$ cat config.mk
export PLATFORM = sky130hd
export DESIGN_NAME = if_id_stage
export DESIGN_NICKNAME = d
export VERILOG_FILES = /design/src/rtl/if_id_stage.sv
export SDC_FILE = /design/constraint.sdc
export NUM_CORES = 1
export LEC_CHECK = 0
export CAP_MARGIN = 20
export CORE_MARGIN = 2
export CORE_UTILIZATION = 37
export DETAILED_ROUTE_END_ITERATION = 16
export PLACE_DENSITY = 0.84
export SLEW_MARGIN = 0
export SYNTH_ARGS = -nofsm -noshare
export SYNTH_HDL_FRONTEND = slang
export SYNTH_SLANG_ARGS = --single-unit
$ cat constraint.sdc
create_clock -name clk -period 2.4 [get_ports clk]
set_input_delay 0.48 -clock clk [delete_from_list [all_inputs] [get_ports clk]]
set_output_delay 0.48 -clock clk [all_outputs]
set_load 0.03 [all_outputs]
$ cat src/rtl/if_id_stage.sv
// IF/ID pipeline stage register with valid/ready handshake, hazard stall, flush and a
// saturating bubble counter. Define SKID_BUF_EN to build the 2-entry (main + skid) variant.
module if_id_stage #(
  parameter int                 INSTR_W   = 32,
  parameter int                 PC_W      = 32,
  parameter logic [INSTR_W-1:0] NOP_INSTR = '0,
  parameter int                 CNT_W     = 16
) (
  input  logic               clk,
  input  logic               reset,
  input  logic               clear,
  input  logic               enable,
  input  logic               in_valid,
  output logic               in_ready,
  input  logic [INSTR_W-1:0] instr_in,
  input  logic [PC_W-1:0]    pc4_in,
  output logic               out_valid,
  input  logic               out_ready,
  output logic [INSTR_W-1:0] instr_out,
  output logic [PC_W-1:0]    pc4_out,
  output logic [CNT_W-1:0]   bubble_cnt
);

  localparam logic [CNT_W-1:0] CNT_MAX = '1;

  logic accept;
  logic drain;

  assign accept = in_valid & in_ready;
  assign drain  = out_valid & out_ready & enable;

  // A bubble is a cycle in which decode could have consumed but nothing was there.
  always_ff @(posedge clk or posedge reset) begin
    // NOTE: sequential state uses non-blocking (<=) so every flop samples pre-edge values.
    if (reset) begin
      bubble_cnt <= '0;
    end else if (enable && out_ready && !out_valid && (bubble_cnt != CNT_MAX)) begin
      bubble_cnt <= bubble_cnt + CNT_W'(1);
    end
  end

`ifdef SKID_BUF_EN

  typedef enum logic [1:0] {
    EMPTY = 2'd0,
    ONE   = 2'd1,
    FULL  = 2'd2
  } state_t;

  state_t             state;
  state_t             state_nxt;
  logic               ld_main_in;
  logic               ld_main_skid;
  logic               ld_skid;
  logic               empty_main;
  logic [INSTR_W-1:0] skid_instr;
  logic [PC_W-1:0]    skid_pc4;

  // Readiness depends only on registered state, never on out_ready.
  assign in_ready  = ~reset & enable & ~clear & (state != FULL);
  assign out_valid = (state != EMPTY);

  always_ff @(posedge clk or posedge reset) begin
    if (reset) state <= EMPTY;
    else       state <= state_nxt;
  end

  always_comb begin
    // NOTE: every output of this block gets a default first, so no path can infer a latch.
    state_nxt    = state;
    ld_main_in   = 1'b0;
    ld_main_skid = 1'b0;
    ld_skid      = 1'b0;
    empty_main   = 1'b0;
    if (clear) begin
      state_nxt = EMPTY;
    end else begin
      unique case (state)
        EMPTY: begin
          if (accept) begin
            state_nxt  = ONE;
            ld_main_in = 1'b1;
          end
        end
        ONE: begin
          if (accept && !drain) begin
            state_nxt = FULL;
            ld_skid   = 1'b1;
          end else if (accept && drain) begin
            ld_main_in = 1'b1;
          end else if (drain) begin
            state_nxt  = EMPTY;
            empty_main = 1'b1;
          end
        end
        FULL: begin
          if (drain) begin
            state_nxt    = ONE;
            ld_main_skid = 1'b1;
          end
        end
        default: state_nxt = EMPTY;
      endcase
    end
  end

  always_ff @(posedge clk or posedge reset) begin
    if (reset) begin
      instr_out  <= NOP_INSTR;
      pc4_out    <= '0;
      // NOTE: the skid slot is reset too, so nothing undefined can ever be promoted to the outputs.
      skid_instr <= NOP_INSTR;
      skid_pc4   <= '0;
    end else if (clear) begin
      instr_out <= NOP_INSTR;
      pc4_out   <= '0;
    end else begin
      if (ld_main_in) begin
        instr_out <= instr_in;
        pc4_out   <= pc4_in;
      end else if (ld_main_skid) begin
        instr_out <= skid_instr;
        pc4_out   <= skid_pc4;
      end else if (empty_main) begin
        instr_out <= NOP_INSTR;
      end
      if (ld_skid) begin
        skid_instr <= instr_in;
        skid_pc4   <= pc4_in;
      end
    end
  end

`else

  // Single slot: a full slot can take a new instruction only when it is consumed the same cycle.
  assign in_ready = ~reset & enable & ~clear & (~out_valid | out_ready);

  always_ff @(posedge clk or posedge reset) begin
    if (reset) begin
      out_valid <= 1'b0;
      instr_out <= NOP_INSTR;
      pc4_out   <= '0;
    end else if (clear) begin
      out_valid <= 1'b0;
      instr_out <= NOP_INSTR;
      pc4_out   <= '0;
    end else if (accept) begin
      out_valid <= 1'b1;
      instr_out <= instr_in;
      pc4_out   <= pc4_in;
    end else if (drain) begin
      out_valid <= 1'b0;
      instr_out <= NOP_INSTR;
    end
  end

`endif

endmodule

==> results of run 1 <==
[logic make-up after synthesis]
group | after synthesis | synth area share, %
buffers and inverters | 19 | 2.454
AND/OR/NAND/NOR | 106 | 17.52
adder cells (fa/ha/maj) | 1 | 0.3774
AO/OA/AOI/OAI | 67 | 14.12
flip-flops | 81 | 61.16
XOR/XNOR | 14 | 3.700
multiplexers | 2 | 0.6795
[power groups by stage]
stage	logic, mW	clock network, mW	registers [mW]
2_1_floorplan	0.167	0	1.75
3_3_place_gp	0.698	0	1.58
3_5_place_dp	0.710	0	1.58
4_1_cts	0.713	0.996	1.56
5_1_grt	0.750	1.05	1.58
6_report	0.705	0.971	1.56
[cell type report]
class                   count  share of cell area (%)
repair buffers            161                   30.87
flip-flops and latches     81                   39.20
clock buffers              11                   2.541
clock inverters             5                   1.089
well taps                 108                   2.613
inverters                   1                  0.1452
multi-input cells         190                   23.54
[registers in the layout, summed over array words and instances (netlist names)]
| name | flops |
|---|---|
| bubble_cnt | 16 |
| instr_out | 32 |
| out_valid | 1 |
| pc4_out | 32 |
[worst max path at each step]
stage,slack [ns],end,startpoint,cells past startpoint
final,0.22,in_ready,reset,4
after detailed placement,0.07,instr_out[13],clear,5
after global placement,0.11,instr_out[1],clear,5
after global routing,0.18,in_ready,reset,4
after floorplan,0.38,in_ready,clear,3
after CTS,0.22,in_ready,reset,4
[through the flow]
| step | instances | power [mW] | utilization [%] | hold slack (ns) |
|---|---|---|---|---|
| after CTS | 557 | 3.268 | 59.30 | 0.5078 |
| after global placement | 541 | 2.278 | 57.14 | 0.4809 |
| after detailed placement | 541 | 2.293 | 57.14 | 0.4841 |
| after global routing | 557 | 3.384 | 59.30 | 0.5261 |
| after floorplan | 290 | 1.919 | - | 0.5968 |
| final | 557 | 3.236 | 59.30 | 0.5042 |
[routing by layer]
metal	routed length (µm)	track usage [%]
met2	4105	27.89
met3	606	5.390
met5	0	0
met4	63	5.479
met1	3852	23.62
[placed cells by master (no fill, tap or decap)]
master	netlist	final
nor2b_2	1	1
clkbuf_1	10	2
nor3_1	10	10
mux2_2	1	1
nand4_1	5	5
clkbuf_8	0	9
and3_1	1	1
clkinv_2	0	2
o21ai_0	24	24
clkdlybuf4s50_1	0	150
clkinvlp_4	0	2
nand3_1	3	3
and4_1	2	2
a22o_1	32	32
dfrtp_1	81	81
nor4_1	2	2
nand3b_1	1	1
a311oi_4	0	1
buf_4	0	10
nor2_1	2	2
o21ai_1	9	9
nor4b_1	1	1
nand2b_1	33	33
xor2_1	14	14
bufinv_16	0	1
and3b_1	1	1
nor4_2	1	1
nor3b_1	1	1
nand2_1	40	40
clkinv_4	0	1
or3_1	1	1
ha_1	1	1
buf_12	0	1
nor4b_4	1	1
mux2_1	1	1
a21o_1	1	1
[critical path, cell delays in order]
cell and delay [ns]:
clkdlybuf4s50_1 0.47, nand2b_1 0.22, nor3_1 0.30, buf_4 0.22
==> summary.md, run 1 <==
| Metric | Value |
|---|---|
| Row count | `34` |
| CTS buffer count | `9` |
| Clock Power Share | `a little under a third` |
| Area of the multi-input gates | `roughly 1200 µm²` |
| Part of the cycle the worst path needs | `roughly nine tenths` |
| Reg area | `2027 µm²` |
| Setup slack, reg-to-reg | `approximately 0.53 ns` |
| R2R cell count | `6` |
| Gr ovfl total | `0` |
| Critical Path RT | `about 1.9 ns` |
| Post-DP Area | `4984 µm²` |
| Hold Path Origin | `instr_out[2]` |
| WL final | `approximately 8600 µm` |
| Post-cts resize count | `0` |
| PwrDens | `approximately 630 nW/µm²` |
| Minimum clock period | `approximately 2.2 ns` |
| Unrepaired setup endpoints after global routing | `false` |
| Fill count | `around 730` |
| FF+latch count, synth | `81` |
| Arrival time worst endpoint | `roughly 1.7 ns` |
| Count leader, synth | `dfrtp_1` |
| Worst slew pin tran | `roughly 0.60 ns` |
| Worst Hold Class | `register to register` |
| Clk sinks | `between 80 and 90` |
| Worst-Skew Late Latency | `about 0.34 ns` |
| Fraction of the yosys area taken by sequential cells | `approximately 61%` |
| Die Wd | `a little under 100 µm` |
| Die Span Y | `98.65 µm` |
| Vias in the first global route | `~2700` |
| Crit-path max FO | `2` |
| Post-DP HPWL | `6190 µm` |
| Global Route Usage Sum | `about 18%` |
| Post-CTS Setup Bufs | `0` |
| CTS tree | `done` |
| CP Launch Type | `input port` |
| Clock Tree Root | `clkbuf_8` |
| Outcome | `finished clean` |
| H-tree depth | `3` |
| Final worst slack | `0.2229 ns` |
| Nature of the critical path endpoint | `primary output` |
| Initial core utilization | `about two fifths` |
| RD Place Congestion | `between 0.7 and 0.8` |
| Final Hold Viols | `0` |
| Post-route cell area | `5171 µm²` |
| Yosys warning total | `0` |
| Via/cell ratio | `between 4 and 5` |
| Nets@finish | `515` |
| Reg2reg end | `bubble_cnt[6]` |
| Ports | `about 150` |
| Dominant cell type by area after synthesis | `dfrtp_1` |
| Synth unique cells | `30` |
| Sequential Power Share | `between 40% and 50%` |
| Post-Syn Instances | `between 200 and 300` |
| First-pass GRT wire length | `~14000 µm` |
| Share of layout cells above drive strength 1 | `under 10%` |
| Crit path kind | `input port to primary output` |
| Average routed wire per standard cell | `around 15 µm` |
| Mapped Area | `3314 µm²` |
| Antenna Diode Count | `0` |
| Leak | `between 2 and 2.5 nW` |
| Drt first pass iters | `4` |
| Fmax | `roughly 460 MHz` |
| Rel. slew slack | `59.88%` |
| Post-synth EDFFs | `0` |
| Largest cells by area after synthesis | `dfrtp_1 61%, a22o_1 8.5%, nand2b_1 6.2%` |
| Worst hold endpoint | `instr_out[2]` |
| Syn_nets | `361` |
| Asr flop ratio synth | `100.0%` |
| Comb pwr share | `a little over a fifth` |
| Detailed router's first-iteration violation count | `69` |
| NetSw | `961.2 µW` |
| Dpl ws | `0.07057 ns` |
| Hold Crit Depth | `1` |
| CTS clock-pin slew for the worst setup and hold paths | `approximately 0.080 ns` |
| Top cell type's share of synthesized area | `roughly three fifths` |
| Antenna violations before repair | `0` |
| Total number of vias | `about 2800` |
| Commonest cells post-synth | `81 x dfrtp_1, 40 x nand2_1, 33 x nand2b_1, 32 x a22o_1, 24 x o21ai_0` |
| DRC Markers | `0` |
| Final clock skew | `a little under 0.008 ns` |
| Setup TNS Final | `0 ns` |
| Clock buffer depth | `2` |
| Sw Ratio | `between 20 and 30%` |
| Worst VDD drop | `about 0.0007 V` |
| CORE AREA | `~8700 µm²` |
| Max-slew violations | `0` |
| Worst reg2reg path startpoint | `bubble_cnt[0]` |
| # hold bufs at CTS | `0` |
| Synth Flop Type | `dfrtp_1` |
| Max Cap Viol | `0` |
| Post-DRT Antenna Nets | `0` |
| Synthesized area per cell | `around 11 µm²` |
| Internal power | `about 2.3 mW` |
| DIE AREA | `between 9000 and 10000 µm²` |
| Pin count of the biggest net entering global routing | `slightly above 60` |
| PortBufs | `between 150 and 200` |
| Layout area overhead | `56.02%` |
| Setup-failing EPs final | `0` |
Power figures use the tool's default switching activity.
==> run 2: changes to the inputs <==
- CORE_MARGIN: 2 -> 1
- CORE_UTILIZATION: 37 -> 30
- CTS_CLUSTER_SIZE: not set -> 10
- PLACE_DENSITY: 0.84 -> 0.72
==> summary.md, run 2 (same netlist as run 1, synthesis figures left out) <==
| Metric | Value |
|---|---|
| Layout area overhead | `58.81%` |
| DRC Markers | `0` |
| Crit-path max FO | `6` |
| Clock buffer depth | `2` |
| Nets@finish | `514` |
| Unrepaired setup endpoints after global routing | `false` |
| Area of the multi-input gates | `1217 µm²` |
| CTS clock-pin slew for the worst setup and hold paths | `0.09 ns` |
| Worst reg2reg path startpoint | `bubble_cnt[0]` |
| Arrival time worst endpoint | `approximately 1.6 ns` |
| Total number of vias | `approximately 2700` |
| Clk sinks | `between 80 and 90` |
| Top flop regs | `instr_out x32, pc4_out x32, bubble_cnt x16` |
| Share of layout cells above drive strength 1 | `6.696%` |
| Drt first pass iters | `5` |
| Via/cell ratio | `around 4.7` |
| Part of the cycle the worst path needs | `between 80% and 90%` |
| Worst VDD drop | `about 0.0006 V` |
| Global Route Usage Sum | `between 10% and 20%` |
| Post-DP HPWL | `a little under 6000 µm` |
| Most common cell after layout, fill and taps aside | `clkdlybuf4s50_1` |
| Hold Crit Depth | `1` |
| Max-slew violations | `0` |
| WL final | `~8600 µm` |
| Crit path kind | `input port to primary output` |
| Die Span Y | `about 110 µm` |
| Reg area | `just over 2000 µm²` |
| Hold Path Origin | `bubble_cnt[15]` |
| H-tree depth | `3` |
| Placed Cells | `about 570` |
| Worst Hold Class | `register to register` |
| Crit path launch | `clear` |
| Post-cts resize count | `0` |
| Worst hold endpoint | `bubble_cnt[15]` |
| Final Hold Viols | `0` |
| DIE AREA | `around 11000 µm²` |
| Average routed wire per standard cell | `between 10 and 15 µm` |
| Final clock skew | `approximately 0.018 ns` |
| Post-DRT Antenna Nets | `0` |
| CP Launch Type | `input port` |
| R2R cell count | `6` |
| Fill count | `around 1000` |
| Setup slack, reg-to-reg | `0.60 ns` |
| Rel. slew slack | `63.16%` |
| CTS tree | `done` |
| PortBufs | `about 150` |
| Antenna violations before repair | `0` |
| Row count | `38` |
| Vias in the first global route | `~2800` |
| Clock Tree Root | `clkbuf_8` |
| CORE AREA | `10790 µm²` |
| Post-CTS Setup Bufs | `0` |
| Outcome | `finished clean` |
| Reg2reg end | `bubble_cnt[6]` |
| Minimum clock period | `between 2 and 2.5 ns` |
| Pin count of the biggest net entering global routing | `85` |
| Most frequent cells in the layout | `150 x clkdlybuf4s50_1, 81 x dfrtp_1, 40 x nand2_1` |
| First-pass GRT wire length | `13830 µm` |
| Worst-Skew Late Latency | `between 0.3 and 0.4 ns` |
| Detailed router's first-iteration violation count | `136` |
| RD Place Congestion | `just under 0.8` |
| Gr ovfl total | `0` |
| Final Non-Filler Cells | `588` |
| # hold bufs at CTS | `0` |
| PwrDens | `~660 nW/µm²` |
| Critical Path RT | `~1.9 ns` |
| Setup-failing EPs final | `0` |
| Die Wd | `approximately 110 µm` |
| Fmax | `479.7 MHz` |
| Worst slew pin tran | `0.5525 ns` |
| Setup TNS Final | `0 ns` |
| Initial core utilization | `30.71%` |
| Ports | `152` |
| CTS buffer count | `9` |
| Leak | `~2.2 nW` |
| Antenna Diode Count | `0` |
| Max Cap Viol | `0` |
| Nature of the critical path endpoint | `primary output` |
run 2: how the worst max path moves through the flow:
| stage | depth (start not counted) | slack (ns) | end |
|---|---|---|---|
| finish | 4 | 0.32 | in_ready |
| global route | 4 | 0.21 | in_ready |
| CTS | 4 | 0.26 | in_ready |
| detailed placement | 5 | 0.14 | pc4_out[10] |
| global placement | 5 | 0.20 | pc4_out[0] |
| floorplan | 3 | 0.38 | in_ready |
run 2: stage by stage:
stage / setup slack [ns] / instance area [µm²] / hold slack, ns / utilization (%) / total power [mW]
floorplan: 0.3808 / 3318 / 0.5968 / - / 1.919
global placement: 0.2041 / 5029 / 0.4822 / 46.59 / 2.284
detailed placement: 0.1355 / 5029 / 0.4816 / 46.59 / 2.296
CTS: 0.2631 / 5264 / 0.4955 / 48.77 / 3.501
global route: 0.2087 / 5264 / 0.5168 / 48.77 / 3.616
finish: 0.3152 / 5264 / 0.4910 / 48.77 / 3.452
run 2: area by class of cell:
class,instances,area share (%)
Inverter,1,0.1426
Clock buffer,11,2.496
Sequential cell,81,38.51
Clock inverter,5,1.973
Tap cell,140,3.328
Multi-Input combinational cell,190,23.13
Timing Repair Buffer,160,30.43
run 2: layer usage:
| layer | track usage, % | up-vias | share of wire (%) |
|---|---|---|---|
| met5 | 0 | - | 0 |
| met4 | 4.403 | 0 | 1.1 |
| met3 | 4.012 | 9 | 5.9 |
| met2 | 24.65 | 103 | 46 |
| met1 | 20.56 | 1309 | 47 |
| li1 | - | 1319 | - |
run 2: report_power, final:
group / switching [mW] / total, mW / internal [mW] / leakage (nW)
registers: 0.106 / 1.56 / 1.46 / 1.10
clock network: 0.490 / 1.18 / 0.693 / 0.118
logic: 0.365 / 0.707 / 0.342 / 1.02
run 2: worst max-delay path, stage by stage:
cell	delay (ns)
clkdlybuf4s50_1	0.50
buf_4	0.20
nor3_1	0.22
buf_4	0.20
==> run 3: changes to the inputs <==
- PLACE_DENSITY: 0.72 -> 0.69
- clock period: 2.4 -> 2 ns (I/O delays scaled with it)
==> summary.md, run 3 (same netlist as run 1, synthesis figures left out) <==
| Metric | Value |
|---|---|
| Worst Hold Class | `register to register` |
| Average routed wire per standard cell | `approximately 14 µm` |
| Clock buffer depth | `2` |
| Vias in the first global route | `between 2000 and 3000` |
| Final Hold Viols | `0` |
| Max-slew violations | `0` |
| Nets@finish | `530` |
| H-tree depth | `3` |
| Total number of vias | `around 2800` |
| CORE AREA | `10790 µm²` |
| Unrepaired setup endpoints after global routing | `false` |
| Slowest cell on the critical path | `clkdlybuf4s50_1` |
| Setup slack, reg-to-reg | `around 0.23 ns` |
| Ports | `around 150` |
| Antenna violations before repair | `0` |
| Rel. slew slack | `between 70 and 80%` |
| Clock Tree Root | `clkbuf_8` |
| CTS buffer count | `9` |
| Worst reg2reg path startpoint | `bubble_cnt[0]` |
| CTS clock-pin slew for the worst setup and hold paths | `~0.080 ns` |
| Via/cell ratio | `around 4.6` |
| Die Wd | `about 110 µm` |
| Share of layout cells above drive strength 1 | `slightly above 10%` |
| Global Route Usage Sum | `15.25%` |
| PwrDens | `727.5 nW/µm²` |
| Fin Hold WS | `about 0.5 ns` |
| Core Util, Final | `between 40% and 50%` |
| Worst-Skew Late Latency | `~0.35 ns` |
| CP Launch Type | `register` |
| Layout area overhead | `62.17%` |
| # hold bufs at CTS | `0` |
| CTS tree | `done` |
| Initial core utilization | `30.71%` |
| Pin count of the biggest net entering global routing | `82` |
| RD Place Congestion | `0.7269` |
| Most common cell after layout, fill and taps aside | `clkdlybuf4s50_1` |
| Post-DP Area | `~5200 µm²` |
| Worst VDD drop | `approximately 0.00075 V` |
| Antenna Diode Count | `0` |
| Critical-path cell list | `clkdlybuf4s50_1` |
| Top flop regs | `instr_out x32, pc4_out x32, bubble_cnt x16` |
| Detailed router's first-iteration violation count | `95` |
| Minimum clock period | `1.938 ns` |
| First-pass GRT wire length | `around 14000 µm` |
| Setup TNS Final | `0 ns` |
| Delay-heaviest family, CP | `buffers and inverters` |
| Crit path kind | `register to primary output` |
| Dpl ws | `-0.07267 ns` |
| Internal power | `between 2 and 3 mW` |
| Design Power | `about 3.9 mW` |
| Hold Path Origin | `bubble_cnt[15]` |
| Crit-path max FO | `7` |
| Post-route cell area | `approximately 5400 µm²` |
| NetSw | `around 1.1 mW` |
| Max Cap Viol | `0` |
| Most frequent cells in the layout | `148 x clkdlybuf4s50_1, 80 x dfrtp_1, 40 x nand2_1` |
| Sw Ratio | `between 20 and 30%` |
| WL final | `8471 µm` |
| Part of the cycle the worst path needs | `between 90% and 100%` |
| Fmax | `just over 500 MHz` |
| Final clock skew | `about 0.011 ns` |
| Sequential Power Share | `roughly 48%` |
| Arrival time worst endpoint | `approximately 1.5 ns` |
| DRC Markers | `0` |
| Placed Cells | `588` |
| Final Non-Filler Cells | `~600` |
| Leak | `2.341 nW` |
| Critical path buffers and inverters | `1` |
| Post-DP HPWL | `around 6100 µm` |
| Gr ovfl total | `0` |
| Drt first pass iters | `4` |
| PortBufs | `151` |
| Outcome | `finished clean` |
| Post-DRT Antenna Nets | `0` |
| Comb pwr share | `about 22%` |
| Row count | `38` |
| Critical Path RT | `1.60 ns` |
| Worst stage delay on the critical path | `approximately 0.7 ns` |
| Final worst slack | `0.06208 ns` |
| Clk sinks | `between 80 and 90` |
| Setup-failing EPs final | `0` |
| Crit path launch | `bubble_cnt[4]` |
| Worst slew pin tran | `~0.43 ns` |
| Die Span Y | `around 110 µm` |
| DIE AREA | `approximately 11000 µm²` |
| Nature of the critical path endpoint | `primary output` |
| Clock Power Share | `around 30%` |
==> run 3: worst paths after layout <==
| check | end | depth (start not counted) |
|---|---|---|
| setup / recovery | bubble_cnt[4] | 1 |
| hold / removal | bubble_cnt[15] | 1 |
| setup reg to reg | bubble_cnt[6] | 6 |
| hold reg to reg | bubble_cnt[15] | 1 |
| max in group asynchronous | out_valid | 4 |
| min in group asynchronous | pc4_out[5] | 4 |
==> run 3: what timing repair did <==
item / CTS / global route
endpoints found under the hold margin: 0 / 0
endpoints found under the setup margin: 0 / 2
resized for setup: 0 / 3
setup buffers: 0 / 0
==> run 3: final cells by class <==
class	count	area, µm²
Clock buffer	12	155.1
Clock inverter	3	40.04
Fill cell	1018	5418
Inverter	1	7.507
Multi-Input combinational cell	190	1217
Sequential cell	81	2028
Tap cell	140	175.2
Timing Repair Buffer	176	1752
==> run 3: layer usage <==
layer	wire length (µm)	vias to the layer above	track usage, %
li1	-	1349	-
met1	3849	1331	20.52
met2	3948	98	23.78
met3	613	6	4.498
met4	60	0	4.305
met5	0	-	0
==> run 3: power groups by stage <==
stage | logic (mW) | registers (mW) | clock network (mW)
2_1_floorplan | 0.201 | 2.10 | 0
3_3_place_gp | 0.867 | 1.90 | 0
3_5_place_dp | 0.873 | 1.90 | 0
4_1_cts | 0.877 | 1.87 | 1.23
5_1_grt | 0.928 | 1.89 | 1.31
6_report | 0.866 | 1.87 | 1.17
